File: config.mk
export PLATFORM = sky130hd
export DESIGN_NAME = i2c_shift_engine
export DESIGN_NICKNAME = d
export VERILOG_FILES = /design/src/rtl/i2c_pkg.sv /design/src/rtl/i2c_shift_engine_bit_counter.sv /design/src/rtl/i2c_shift_engine.sv
export SDC_FILE = /design/constraint.sdc
export NUM_CORES = 1
export LEC_CHECK = 0
export ABC_AREA = 1
export CORE_UTILIZATION = 46
export CTS_BUF_LIST = sky130_fd_sc_hd__clkbuf_4
export DETAILED_ROUTE_END_ITERATION = 16
export PLACE_DENSITY = 0.81
export SLEW_MARGIN = 20
export SYNTH_ARGS = -nofsm -noshare
export SYNTH_HDL_FRONTEND = slang
export SYNTH_HIERARCHICAL = 1
export SYNTH_SLANG_ARGS = --single-unit
export TNS_END_PERCENT = 10
File: constraint.sdc
create_clock -name clock -period 2.6 [get_ports clock]
set_clock_uncertainty 0.05 [all_clocks]
set_input_delay 0.52 -clock clock [delete_from_list [all_inputs] [get_ports clock]]
set_output_delay 0.52 -clock clock [all_outputs]
set_load 0.01 [all_outputs]
File: src/rtl/i2c_pkg.sv
// i2c_pkg: shared state encoding and counter-width helper for the I2C datapath
package i2c_pkg;
  typedef enum logic [1:0] {IDLE, SHIFT, DONE} state_t;
  function automatic int cw(input int w);
    return $clog2(w + 1);
  endfunction
endpackage

File: src/rtl/i2c_shift_engine_bit_counter.sv
// bit_counter: saturating up-counter from 0 to MAX with synchronous clear
module bit_counter import i2c_pkg::*; #(
  parameter int MAX = 8,
  localparam int CW = cw(MAX)
) (
  input  logic          clock,
  input  logic          reset,
  input  logic          clear,
  input  logic          inc,
  output logic [CW-1:0] count,
  output logic          at_max
);
  assign at_max = count == CW'(MAX);
  // clear wins over inc; stop counting once MAX is reached
  always_ff @(posedge clock)
    if (reset || clear) count <= '0;
    else if (inc && !at_max) count <= count + 1'b1;
endmodule

File: src/rtl/i2c_shift_engine.sv
// i2c_shift_engine: load/serialise/deserialise shift register with bit count and done pulse
module i2c_shift_engine import i2c_pkg::*; #(
  parameter int WIDTH = 8,
  parameter bit MSB_FIRST = 1'b1,
  localparam int CW = cw(WIDTH)
) (
  input  logic             clock,
  input  logic             reset,
  input  logic             load,
  input  logic             abort,
  input  logic             shift,
  input  logic             sin,
  input  logic [WIDTH-1:0] ins,
  output logic [WIDTH-1:0] out,
  output logic             sout,
  output logic [CW-1:0]    count,
  output logic             busy,
  output logic             done
);
  state_t state, nxt;
  logic sh, at_max, last;
  logic [WIDTH-1:0] shifted;
  assign sh      = state == SHIFT && shift && !abort && !load && !at_max;
  assign last    = count == CW'(WIDTH - 1);
  assign shifted = MSB_FIRST ? {out[WIDTH-2:0], sin} : {sin, out[WIDTH-1:1]};
  assign sout    = MSB_FIRST ? out[WIDTH-1] : out[0];
  bit_counter #(.MAX(WIDTH)) u_cnt (
    .clock (clock),
    .reset (reset),
    .clear (abort || load),
    .inc   (sh),
    .count (count),
    .at_max(at_max)
  );
  // abort beats load; SHIFT leaves only on the final shift, DONE always falls back to IDLE
  always_comb
    nxt = abort ? IDLE : load ? SHIFT : (state == SHIFT) ? ((sh && last) ? DONE : SHIFT) : IDLE;
  // state plus registered busy/done decodes of the next state
  always_ff @(posedge clock)
    if (reset) begin
      state <= IDLE;
      busy  <= 1'b0;
      done  <= 1'b0;
    end else begin
      state <= nxt;
      busy  <= nxt == SHIFT;
      done  <= nxt == DONE;
    end
  // data register: abort freezes it, load captures, shift moves one bit
  always_ff @(posedge clock)
    if (reset) out <= '0;
    else if (!abort && load) out <= ins;
    else if (sh) out <= shifted;
endmodule

==> results of run 1 <==
power by group:
group	internal [mW]	total, mW	switching (mW)
registers	0.251	0.256	0.00439
logic	0.0409	0.0757	0.0348
clock network	0.0557	0.133	0.0775
metal layers:
metal,vias to the layer above,routed length (um),GRT usage [%]
li1,448,-,-
met2,23,848,35.7
met4,0,26,10.3
met3,4,81,4.80
met1,387,813,23.8
met5,-,0,0
cell usage after synthesis:
library cell  number  area, um^2
nor2_2             3        18.8
nand3_2            3        30.0
a21oi_1           10        50.1
nand2_1           34         128
ha_1               2        25.0
inv_2              1        3.75
o21ai_0            2        10.0
nor2_1            15        56.3
buf_6              3        33.8
nand3b_2           1        11.3
nand2_4            1        11.3
dfxtp_1           16         320
buf_4              1        7.51
nand3b_1           1        7.51
inv_1             14        52.6
clkbuf_1           1        3.75
a31oi_1            1        6.26
nand3_1           15        75.1
nand2_2            1        6.26
sequential cells by signal (all words and copies together) (netlist names):
name / count
u_cnt/count: 4
state: 2
done: 1
busy: 1
out: 8
layout make-up:
type                    instances  area [um^2]
flip-flops and latches         16          320
multi-input cells              89          435
fillers                       168          588
clock buffers                   3         22.5
inverters                      15         56.3
repair buffers                 29          288
clock inverters                 1         3.75
well taps                      25         31.3
logic make-up (layout without fill, tap and decap cells):
| group | after synthesis | in the layout | synth area share (%) |
|---|---|---|---|
| compound gates | 13 | 13 | 7.74 |
| fa+ha+maj | 2 | 2 | 2.92 |
| buf+inv | 20 | 48 | 11.8 |
| flops | 16 | 16 | 37.4 |
| simple gates | 74 | 74 | 40.1 |
worst reg2reg max path, delay by kind of cell, from the launching register on:
kind                     cells  cell delay, ns
adder cells (fa/ha/maj)      1            0.22
buffers and inverters        3            0.38
flip-flops                   1            0.46
AND/OR/NAND/NOR              8            0.87
final timing paths:
check / startpoint / depth (start not counted) / endpoint
max: u_cnt/count[0] / 12 / u_cnt/count[3]
min: out[3] / 2 / out[3]
max reg2reg: u_cnt/count[0] / 12 / u_cnt/count[3]
min reg2reg: out[3] / 2 / out[3]
stage by stage:
stage	cell area (um^2)	hold WS, ns	power, mW
floorplan	857	0.467	0.302
global placement	1130	0.447	0.337
detailed placement	1130	0.451	0.337
CTS	1160	0.465	0.472
global route	1160	0.487	0.491
finish	1160	0.464	0.465
==> summary.txt, run 1 <==
Outcome
  – Status: finished clean

Routing
  – Vias per cell: 4.84
  – Avg WL per Cell: 9.94 um
  – Final ANT Viol Nets: 0
  – DRT Wirelength: 1.77 mm
  – Initial DRC count: 11
  – Router iterations before antenna repair: 4
  – DR DRC count: 0
  – Routed via count: between 800 and 900

Logic synthesis
  – Synthesized flop and latch total: 16
  – Cells after synthesis: 125
  – Yosys warning total: 6
  – Syn nets: 141
  – Avg Cell Area, Syn: 6.86 um^2
  – Mapped Area: roughly 860 um^2
  – Sequential area share after synthesis: 37.4%
  – Library cells used by synthesis: 19

Critical path
  – CP delay by family, top: simple AND/OR/NAND/NOR gates
  – WS Path Type: register to register
  – Worst path bufs/invs: 3
  – CP Max Fanout: 12
  – Worst EP arrival: 2.22 ns
  – CP Data Required Time: 2.74 ns
  – Slowest Stage Delay on Critical Path: about 0.46 ns
  – Worst Setup End Kind: register
  – Startpoint types: register
  – CP max stage cell: dfxtp_1
  – R2R setup slack: 0.52 ns
  – CP Cell Sequence: inv_1 > ha_1 > nand3_2 > inv_1 > nor2_2 > nand3_2 > inv_1 > nand2_1 > nor2_2 > nand2_1 > nand2_1 > nor2_1

Timing
  – Final Cycle Share: 80.0%
  – Max Fclk: 481 MHz
  – RSZ-0062 raised after global routing: no
  – TNS Setup: 0 ns
  – Endpoints failing hold: 0
  – Fin. max-slew vios: 0
  – Slew headroom: 74.5%
  – # setup viols final: 0
  – Fin worst setup slack: just over 0.5 ns
  – Worst-Margin Slew: 0.381 ns
  – Min cycle time layout: 2.08 ns

GRT
  – Largest net degree at the start of global routing: 18
  – Gr usage total: 20.7%
  – First-pass GRT wire length: between 3 and 4 mm
  – Initial antenna violation count: 0
  – Vias in the first global route: 762
  – Global route overflow: 0

Floorplan
  – Starting Density: 49.1%
  – Rows: 15
  – Boundary Pins: 29
  – Die width: 45.2 um
  – Die area: approximately 0.002 mm^2
  – Core Area: about 0.0017 mm^2
  – Die Y: about 45 um

Final layout
  – Commonest non-fill, non-tap cell in the layout: nand2_1
  – Layout cells sized above 1: a little under a tenth
  – Most frequent cells in the layout: 34 x nand2_1, 28 x clkdlybuf4s50_1, 16 x dfxtp_1
  – P&R area growth vs syn: 35.0%
  – Final #Nets: 170
  – Non-Filler Instances: 178
  – Final Util: between 60 and 70%
  – Diodes inserted: 0

Clock tree
  – Setup repair bufs after CTS: 0
  – Clock buffer depth: 2
  – Clk slew on worst S/H paths: 0.09 ns
  – CTS buffer count: 3
  – CTS Hold Bufs: 0
  – H-tree Lvls: 1
  – CTS Sinks: 16
  – CTS tree: done
  – Gates resized, CTS repair: 0
  – Root Driver: clkbuf_4
  – Worst-Skew Late Latency: approximately 0.28 ns

Power and ir drop
  – Static Leak: between 0.4 and 0.5 nW
  – Peak VDD IR: approximately 0.00028 V
  – Pwr/cell area: 402 mW/mm^2

Min path
  – Min-delay worst type: register to register

Placement
  – I/O Buffers: 28
  – DP Cell Count: around 170
  – Post-DP HPWL: 1.38 mm
  – GPL Wtd Cong: 0.815
  – Worst slack, placed: approximately 0.43 ns

Run
  – Max-cap violations: 0
No activity file was read; power rests on OpenSTA's default activity.
==> run 2: changes to the inputs <==
Settings changed: CORE_UTILIZATION 46 to 42, PLACE_DENSITY 0.81 to 0.78.
Clock period 2.6 ns to 1.79 ns, I/O delays scaled along.
==> summary.txt, run 2 (synthesis gave the netlist of run 1 again) <==
Timing
  – # setup viols final: 0
  – Min cycle time layout: 1.70 ns
  – Endpoints failing hold: 0
  – Hold Slack: between 0.4 and 0.5 ns
  – RSZ-0062 raised after global routing: no
  – Fin. max-slew vios: 0
  – Slew headroom: 78.2%
  – Max Fclk: slightly below 600 MHz
  – Final Cycle Share: 94.7%
  – Worst-Margin Slew: 0.326 ns

Routing
  – Avg WL per Cell: 10.2 um
  – Router iterations before antenna repair: 3
  – DRT Wirelength: 1.86 mm
  – Vias per cell: between 4 and 5
  – Routed via count: approximately 850
  – DR DRC count: 0
  – Final ANT Viol Nets: 0
  – Initial DRC count: 15

Floorplan
  – Die width: roughly 47 um
  – Boundary Pins: 29
  – Starting Density: between 40% and 50%
  – Rows: 15
  – Core Area: ~0.0018 mm^2
  – Die area: 0.00223 mm^2
  – Die Y: 47.2 um

GRT
  – Gr usage total: between 10% and 20%
  – Initial antenna violation count: 0
  – First-pass GRT wire length: 2.82 mm
  – Vias in the first global route: 722
  – Largest net degree at the start of global routing: 18
  – Global route overflow: 0

Clock tree
  – Setup repair bufs after CTS: 0
  – CTS Sinks: 16
  – Clock buffer depth: 2
  – H-tree Lvls: 1
  – Clk slew on worst S/H paths: roughly 0.10 ns
  – CTS buffer count: 3
  – Root Driver: clkbuf_4
  – Worst-Skew Late Latency: around 0.28 ns
  – CTS tree: done

Critical path
  – CP Max Fanout: 6
  – CP max stage cell: clkdlybuf4s50_1
  – Worst path bufs/invs: 1
  – CP delay by family, top: buffers and inverters
  – Worst EP arrival: 1.29 ns
  – Startpoint types: register
  – WS Path Type: register to output pin
  – Worst Setup End Kind: output pin
  – Slowest Stage Delay on Critical Path: 0.57 ns
  – CP Cell Sequence: clkdlybuf4s50_1
  – CP Data Required Time: between 1 and 1.5 ns

Power and ir drop
  – Static Leak: 0.491 nW
  – Pwr/cell area: 570 mW/mm^2
  – Peak VDD IR: 0.000328 V

Final layout
  – Biggest register: out
  – Largest register FFs: 8
  – Diodes inserted: 0
  – Fin area: 0.00119 mm^2
  – Most frequent cells in the layout: 34 x nand2_1, 28 x clkdlybuf4s50_1, 15 x nor2_1, 15 x nand3_1, 14 x dfxtp_1
  – Filler instances: 174
  – P&R area growth vs syn: 39.1%
  – Commonest non-fill, non-tap cell in the layout: nand2_1
  – Top Registers: out (8), u_cnt/count (4), state (2)
  – Final #Nets: 174
  – Layout cells sized above 1: a little over an eighth
  – Non-Filler Instances: 182

Placement
  – GPL Wtd Cong: 0.749
  – Post-DP HPWL: 1.46 mm
  – DP Cell Count: roughly 180
  – Area after DPL: about 0.0012 mm^2
  – I/O Buffers: 28

Min path
  – Min-delay worst type: register to register

Run
  – Max-cap violations: 0

Outcome
  – Status: finished clean
[run 2: path summary, 6_finish.rpt]
kind	start	endpoint	slack, ns	cells after the start
worst min-delay path	out[4]	out[4]	0.46	2
worst min register to register	out[4]	out[4]	0.46	2
worst max-delay path	u_cnt/count[3]	count[3]	0.09	1
worst max register to register	u_cnt/count[1]	out[2]	0.13	10
[run 2: area by class of cell]
cell class	instances	area (um^2)	share of cell area, %
clock buffer	3	22.5	1.89
timing repair buffer	33	318	26.7
sequential	16	325	27.3
multi-input combinational	89	435	36.5
tap	25	31.3	2.62
inverter	15	56.3	4.72
clock inverter	1	3.75	0.315
[run 2: repair_timing]
item / CTS / global route
setup endpoints to repair: 0 / 6
gates resized for setup: 0 / 2
hold buffers: 0 / 0
[run 2: where the power goes]
part           leakage (nW)  switching (mW)  internal (mW)  total [mW]
combinational         0.344          0.0523         0.0629       0.115
clock                0.0154           0.114         0.0808       0.195
sequential            0.131         0.00590          0.364       0.370
[run 2: through the flow]
stage / util, % / TNS [ns] / total power [mW] / setup slack [ns]
after global placement: 63.9 / 0 / 0.493 / 0.0475
after floorplan: - / 0 / 0.439 / 0.00247
after CTS: 65.4 / 0 / 0.688 / 0.0405
after global routing: 65.5 / 0 / 0.714 / 0.0103
after detailed placement: 63.9 / -0.00727 / 0.494 / -0.00727
final: 65.5 / 0 / 0.680 / 0.0947
[run 2: per-layer routing]
layer / GRT usage [%] / routed length (um)
met5: 0 / 0
met1: 21.9 / 893
met3: 3.46 / 72
met4: 6.29 / 10
met2: 31.4 / 883
==> run 3: changes to the inputs <==
Settings changed: GPL_ROUTABILITY_DRIVEN set to 0.
==> results of run 3 <==
The final DEF is identical to that of run 2; final timing and power are the same.
